**config.mk**
```make
export PLATFORM = sky130hd
export DESIGN_NAME = rf_wb_arbiter
export DESIGN_NICKNAME = d
export VERILOG_FILES = /design/src/rtl/rf_wb_arbiter.sv
export SDC_FILE = /design/constraint.sdc
export NUM_CORES = 1
export LEC_CHECK = 0
export CAP_MARGIN = 25
export CORE_ASPECT_RATIO = 0.75
export CORE_UTILIZATION = 55
export CTS_BUF_LIST = sky130_fd_sc_hd__clkbuf_4 sky130_fd_sc_hd__clkbuf_8
export DETAILED_ROUTE_END_ITERATION = 10
export PLACE_DENSITY = 0.88
export RECOVER_POWER = 50
export SYNTH_ARGS = -nofsm -noshare
export SYNTH_HDL_FRONTEND = slang
export SYNTH_SLANG_ARGS = --single-unit
```
**constraint.sdc**
```tcl
create_clock -name clk -period 3.7 [get_ports clk]
set_input_delay 0.555 -clock clk [delete_from_list [all_inputs] [get_ports clk]]
set_output_delay 0.555 -clock clk [all_outputs]
set_load 0.05 [all_outputs]
```
**src/rtl/rf_wb_arbiter.sv**
```systemverilog
// Register-file writeback arbiter: in-order pipe port plus a FIFO-buffered
// long-latency port, with bounded starvation and a pending-destination mask.
module rf_wb_arbiter #(
    parameter int XLEN       = 32,
    parameter int DEPTH      = 2,
    parameter int STARVE_MAX = 4
) (
    input  logic                     clk,
    input  logic                     rst,
    input  logic                     p0_valid,
    output logic                     p0_ready,
    input  logic [4:0]               p0_rd,
    input  logic [XLEN-1:0]          p0_data,
    input  logic                     p1_valid,
    output logic                     p1_ready,
    input  logic [4:0]               p1_rd,
    input  logic [XLEN-1:0]          p1_data,
    output logic                     rf_we,
    output logic [4:0]               rf_waddr,
    output logic [XLEN-1:0]          rf_wdata,
    output logic [31:0]              pend_mask,
    output logic [$clog2(DEPTH):0]   fifo_count
);

    localparam int AW = $clog2(DEPTH);
    localparam int CW = AW + 1;

    typedef enum logic {
        PIPE_PRI,
        DRAIN
    } state_t;

    state_t            state_q, state_d;
    logic [3:0]        starve_q, starve_d;
    logic [AW-1:0]     rptr_q, rptr_d;
    logic [AW-1:0]     wptr_q, wptr_d;
    logic [CW-1:0]     count_q, count_d;
    logic [4:0]        fifo_rd_q [DEPTH];
    logic [4:0]        fifo_rd_d [DEPTH];
    logic [XLEN-1:0]   fifo_data_q [DEPTH];
    logic [XLEN-1:0]   fifo_data_d [DEPTH];
    logic              rf_we_q, rf_we_d;
    logic [4:0]        rf_waddr_q, rf_waddr_d;
    logic [XLEN-1:0]   rf_wdata_q, rf_wdata_d;

    logic              empty;
    logic              push;
    logic              pop;
    logic [4:0]        head_rd;
    logic [XLEN-1:0]   head_data;

    assign empty     = (count_q == '0);
    assign p1_ready  = (count_q != CW'(DEPTH));
    assign push      = p1_valid && p1_ready;
    assign head_rd   = fifo_rd_q[rptr_q];
    assign head_data = fifo_data_q[rptr_q];

    always_comb begin
        state_d    = state_q;
        starve_d   = starve_q;
        pop        = 1'b0;
        p0_ready   = 1'b1;
        rf_we_d    = 1'b0;
        rf_waddr_d = rf_waddr_q;
        rf_wdata_d = rf_wdata_q;
        unique case (state_q)
            PIPE_PRI: begin
                if (p0_valid && p0_rd != 5'd0) begin
                    rf_we_d    = 1'b1;
                    rf_waddr_d = p0_rd;
                    rf_wdata_d = p0_data;
                    starve_d   = empty ? 4'd0 : starve_q + 4'd1;
                end else begin
                    pop      = !empty;
                    starve_d = 4'd0;
                end
                if (!empty && starve_d >= 4'(STARVE_MAX)) begin
                    state_d = DRAIN;
                end
            end
            DRAIN: begin
                p0_ready = 1'b0;
                pop      = !empty;
                starve_d = 4'd0;
                state_d  = PIPE_PRI;
            end
        endcase
        // x0 heads are dropped on pop and never reach the write port
        if (pop && head_rd != 5'd0) begin
            rf_we_d    = 1'b1;
            rf_waddr_d = head_rd;
            rf_wdata_d = head_data;
        end
    end

    always_comb begin
        fifo_rd_d   = fifo_rd_q;
        fifo_data_d = fifo_data_q;
        if (push) begin
            fifo_rd_d[wptr_q]   = p1_rd;
            fifo_data_d[wptr_q] = p1_data;
        end
        wptr_d  = wptr_q + AW'(push);
        rptr_d  = rptr_q + AW'(pop);
        count_d = count_q + CW'(push) - CW'(pop);
    end

    always_comb begin
        pend_mask = '0;
        for (int i = 0; i < DEPTH; i++) begin
            if (CW'(i) < count_q) begin
                pend_mask[fifo_rd_q[rptr_q + AW'(i)]] = 1'b1;
            end
        end
        if (rf_we_q) begin
            pend_mask[rf_waddr_q] = 1'b1;
        end
        pend_mask[0] = 1'b0;
    end

    always_ff @(posedge clk or posedge rst) begin
        if (rst) begin
            state_q    <= PIPE_PRI;
            starve_q   <= '0;
            rptr_q     <= '0;
            wptr_q     <= '0;
            count_q    <= '0;
            rf_we_q    <= 1'b0;
            rf_waddr_q <= '0;
            rf_wdata_q <= '0;
        end else begin
            state_q    <= state_d;
            starve_q   <= starve_d;
            rptr_q     <= rptr_d;
            wptr_q     <= wptr_d;
            count_q    <= count_d;
            rf_we_q    <= rf_we_d;
            rf_waddr_q <= rf_waddr_d;
            rf_wdata_q <= rf_wdata_d;
        end
    end

    always_ff @(posedge clk) begin
        fifo_rd_q   <= fifo_rd_d;
        fifo_data_q <= fifo_data_d;
    end

    assign rf_we      = rf_we_q;
    assign rf_waddr   = rf_waddr_q;
    assign rf_wdata   = rf_wdata_q;
    assign fifo_count = count_q;

endmodule

```
# Word-level counts from Yosys, hierarchy flattened

Index checks and enable logic that the tools add are counted.

$add $sub $neg: 6
Reduce and logical (&&, ||, !) cells: 14
Equality and inequality tests: 2
Muxes and demuxes: 42
$lt $le $gt $ge: 13
Bitwise operators: 6

Operator list:

| cell                | count |
|---|---|
| $mux 32             | 10 |
| $bwmux 64           | 1 |
| $or 32x32->32       | 2 |
| $mux 5              | 10 |
| $demux 32 s1        | 1 |
| $lt 5x6->1 const B  | 3 |
| $demux 1 s5         | 3 |
| $ge 5x1->1 const B  | 3 |
| $mux 4              | 3 |
| $bwmux 10           | 1 |
| $reduce_bool 5->1   | 2 |
| $mux 1              | 9 |
| $logic_and 1x1->1   | 8 |
| $pmux 4 s2          | 1 |
| $ge 2x2->1 const B  | 3 |
| $not 1->2           | 3 |
| $demux 5 s1         | 1 |
| $add 4x1->4 const B | 1 |
| $ge 4x3->1 const B  | 1 |
| $lt 1x2->1 const A  | 2 |
| $pmux 1 s2          | 2 |
| $add 1x1->1         | 2 |
| $add 2x1->2         | 1 |
| $logic_not 2->1     | 1 |
| 9 further kinds     | 9 |

Logic and storage cells: 95
Bits of input ports: 78
Bits in registers: 121
Output and inout bits: 74

# Depth between registers and ports, before layout

Word-level depth: 13
Mapped depth: 10
Mapped depth without buffers: 8

# Worst setup path before layout

OpenSTA, ideal clock, no wires.

Path kind: reg-to-output
Start point: reg count_q[1], in the netlist fifo_count[1]
End point: out pend_mask[3]
Arrival: 2.256 ns
Buffers on the path: 2
Cell stages (with the launch flop): 7
Slack: 0.889 ns
Cells stage by stage: dfrtp_1 > buf_2 > nor2_1 > clkbuf_1 > nor3_1 > o21ai_0 > nand3_1

Word-level cells in the longest chain between the ends: 6
Elaborated cells between the ends (all ways): 7
Classes of those cells: 2 x order compare; 3 x mux; 2 x bitwise

Ends and longest elaborated chain:

| element                  | line | source |
|---|---|---|
| start: declaration       | 37   | `logic [CW-1:0] count_q, count_d;` |
| start signal: assignment | 136  | `count_q <= count_d;` |
| $lt 1x2->1               | 111  | `if (CW'(i) < count_q) begin` |
| $mux 32                  | 111  |  |
| $or 32x32->32 (no line)  | n/a  |  |
| $mux 32 *                | 111  |  |
| $or 32x32->32 (no line)  | n/a  |  |
| $mux 32 *                | 115  | `if (rf_we_q) begin` |
| end: declaration         | 21   | `output logic [31:0] pend_mask,` |

Mark *: on every way between the ends. The rest lies on a longest branch, timed or not.

# Worst setup path after layout

Start point: reg rptr_q
End point: out pend_mask[19]

Word-level cells in the longest chain between the ends: 13
Elaborated cells between the ends (all ways): 24
Classes of those cells: 1 x add/sub; 4 x order compare; 13 x mux; 4 x bitwise; 2 x reduce/logical

Ends and longest elaborated chain:

| element                                                           | line     | source |
|---|---|---|
| start: declaration                                                | 35       | `logic [AW-1:0] rptr_q, rptr_d;` |
| start signal: assignment                                          | 134      | `rptr_q <= rptr_d;` |
| $add 1x1->1 or $not 1->2 (tied branches)                          | 112      | `pend_mask[fifo_rd_q[rptr_q + AW'(i)]] = 1'b1;` |
| $not 1->2 (implied by the code) or $mux 5 (tied branches)         | 112      |  |
| $mux 5 (implied by the code) (2 in a row)                         | 112      |  |
| $mux 5 (implied by the code) (tied with other cells)              | 112      |  |
| $lt 5x6->1 (implied by the code) (tied with other cells)          | 112      |  |
| $logic_and 1x1->1 (implied by the code) or $mux 1 (tied branches) | 112      |  |
| $mux 1 (implied by the code) or $demux 1 s5 (tied branches)       | 112      |  |
| $demux 1 s5 or $mux 32 (tied branches)                            | 112, 111 |  |
| $or 32x32->32 (no line)                                           | n/a      |  |
| $mux 32 *                                                         | 111      |  |
| $or 32x32->32 (no line)                                           | n/a      |  |
| $mux 32 *                                                         | 115      |  |

Mark *: on every way between the ends. The rest lies on a longest branch, timed or not. The select of a mux whose other input is x is not followed.

==> metrics <==
run status finished, violations left; failing checks capacitance limit, slew limit; RSZ-0062 raised after global routing false; setup TNS 0 ns; maximum VDD drop 0.000606 V; RePlAce Congestion 0.917; worst-case clock buffer depth 2; Seq/Total Area, Yosys 57.4%; core area 10400 sq um; Worst setup SP type flip-flop; antenna violations before repair 2; post_cts resized 0; pre-CTS setup slack 0.625 ns; die height 91.9 um; largest net degree at the start of global routing 50; Tot Pwr 7.05 mW; Starting Density 57.1%; Die W 122 um; ys flop type edfxtp_1; Worst-Skew Late Latency 0.43 ns; layout overhead on the synthesized area 36.7%; share of cells above drive strength 1 19.0%; H-tree levels 4; Slew HR -19.1%; max-slew violation count 38; final setup vio count 0; CTS root buffer clkbuf_8; Worst Max-Slew Pin Slew 1.79 ns; endpoints failing hold 0; Post-Syn Area 5920 sq um; first-pass GRT wire length 24700 um; fin util 78.1%; # port buffers 150; Clk pin slew, worst setup/hold paths 0.07 ns; fin nets 707; Avg Synthesized Cell Area 12.3 sq um; vias in the first global route 4929; Site Rows 32; total gr overflow 0; CTS tree built; path type of the worst setup path reg2out; final setup margin 0.406 ns; Num CTS Buffers 17; Layout Cells excl Fill 775; Power Dens Cells 870 nW/um^2; die area 11200 sq um; Crit. End Element primary output; routed wire length 15900 um; mean routed wirelength per cell 20.5 um; Antenna Violating Nets Remaining 0; GRT Total Usage 29.4%; critical-path maximum fanout 43; post-DP HPWL 10900 um; initial DRC count 561; Post-Synthesis Cells 482; CP Data Arrival Time 2.74 ns; number of remaining DRC errors 0; I/O Pins 152; via/cell ratio 6.28; drt first pass iters 5; Syn. warnings 0; most common cell after layout, fill and taps aside clkdlybuf4s50_1; Fmax 304 MHz; DR vias 4865; required time of the critical path 3.14 ns; Leak 3.19 nW; clock sink total 121; Cell variety after synth 47; Final Skew 0.0103 ns; Hold Crit Class in2async; syn nets 565; maxcap violations 1; Seq cells post-synth 121; # placed instances 740; crit path time final 3.29 ns; commonest cells after routing, fill and taps aside 80 x clkdlybuf4s50_1, 74 x edfxtp_1, 70 x nand2_1; postcts setup bufs 0; number of flops mapped to enable cells by yosys 74; Post-synth ARST share 38.8%; period utilization 89.0%; post-cts hold buffer count 0
worst max-delay path, cell delays in order (launching register included):
cell	delay (ns)
dfrtp_2	0.87
or3b_2	0.52
a21oi_1	0.42
a22oi_1	0.18
nand2_1	0.12
buf_4	0.20
Yosys cell counts (2+ instances only):
cell type	instances	area (sq um)
inv_1	9	33.8
nor2b_1	2	12.5
buf_2	9	45.0
edfxtp_1	74	2220
buf_6	11	124
mux2_2	5	56.3
buf_4	4	30.0
and3b_1	3	26.3
a21boi_2	2	22.5
nor2_1	6	22.5
xor2_1	3	26.3
nand2_1	70	263
nor4_1	32	200
nand3_1	7	35.0
or3_1	2	12.5
clkbuf_1	11	41.3
dfrtp_1	47	1180
a22oi_1	28	210
o21a_1	2	15.0
and3_1	3	18.8
nor3_1	12	60.1
ha_1	5	62.6
nand3b_1	9	67.6
a21oi_1	18	90.1
or3b_2	8	70.1
a221o_1	6	60.1
nor3b_1	6	45.0
a221o_2	27	304
o21ai_0	3	15.0
mux2i_1	36	360
o31ai_1	3	22.5
buf_1	2	7.51
xnor2_1	3	26.3
logic make-up (layout without fill, tap and decap cells):
family / count (synthesis) / in the layout / share of synthesized area (%)
and+or+nand+nor: 166 / 166 / 15.3
DFF: 121 / 121 / 57.4
AOI/OAI and AO/OA: 96 / 96 / 13.6
buffers and inverters: 46 / 201 / 4.75
muxes: 41 / 41 / 7.03
xor gates and xnor gates: 6 / 6 / 0.887
adders and majority gates: 5 / 5 / 1.06
other: 1 / 3 / 0.0633
registers in the layout (all words and copies together) (netlist names):
name and flops:
fifo_count 2, rf_we 1, rf_wdata 32, rf_waddr 5
rptr_q 1, wptr_q 1, fifo_data_q 64, starve_q 4
state_q 1, fifo_rd_q 10
final cells by class:
cell class | instances | area, sq um
Inverter | 9 | 33.8
Clock buffer | 18 | 241
Multi-Input combinational cell | 315 | 2250
Fill cell | 598 | 2270
Sequential cell | 121 | 3400
Antenna cell | 2 | 5.00
Clock inverter | 14 | 196
Timing Repair Buffer | 160 | 1800
Tap cell | 136 | 170
metal layers:
layer / global-route usage, % / part of all wire (%) / vias up
li1: - / - / 2155
met1: 39.0 / 42 / 2401
met2: 44.0 / 46 / 277
met3: 9.58 / 9.6 / 32
met4: 12.9 / 2.0 / 0
met5: 0 / 0 / -
final timing paths:
| path | slack [ns] | endpoint | depth (start not counted) | start |
|---|---|---|---|---|
| max | 0.41 | pend_mask[19] | 5 | rptr_q$_DFF_PP0_ |
| min reg2reg | 0.50 | starve_q[0]$_DFF_PP0_ | 1 | starve_q[0]$_DFF_PP0_ |
| max reg2reg | 0.85 | rf_wdata[6]$_DFFE_PP0P_ | 5 | rptr_q$_DFF_PP0_ |
| max in group asynchronous | 2.66 | rptr_q$_DFF_PP0_ | 3 | rst |
| min | 0.50 | rf_wdata[15]$_DFFE_PP0P_ | 2 | rst |
| min in group clk | 0.50 | starve_q[0]$_DFF_PP0_ | 1 | starve_q[0]$_DFF_PP0_ |
stage by stage:
step / hold slack, ns / instance area, sq um
final: 0.496 / 8100
after global routing: 0.517 / 8100
after CTS: 0.507 / 8080
after detailed placement: 0.498 / 7640
after global placement: 0.471 / 7640
after floorplan: 0.452 / 5920
report_power, final:
part | total [mW] | switching (mW) | leakage (nW) | internal (mW)
combinational | 3.52 | 2.20 | 1.71 | 1.31
sequential | 2.25 | 0.372 | 1.26 | 1.87
clock | 1.29 | 0.542 | 0.216 | 0.745
total | 7.05 | 3.12 | 3.19 | 3.93
No activity file was read; power rests on OpenSTA's default activity.
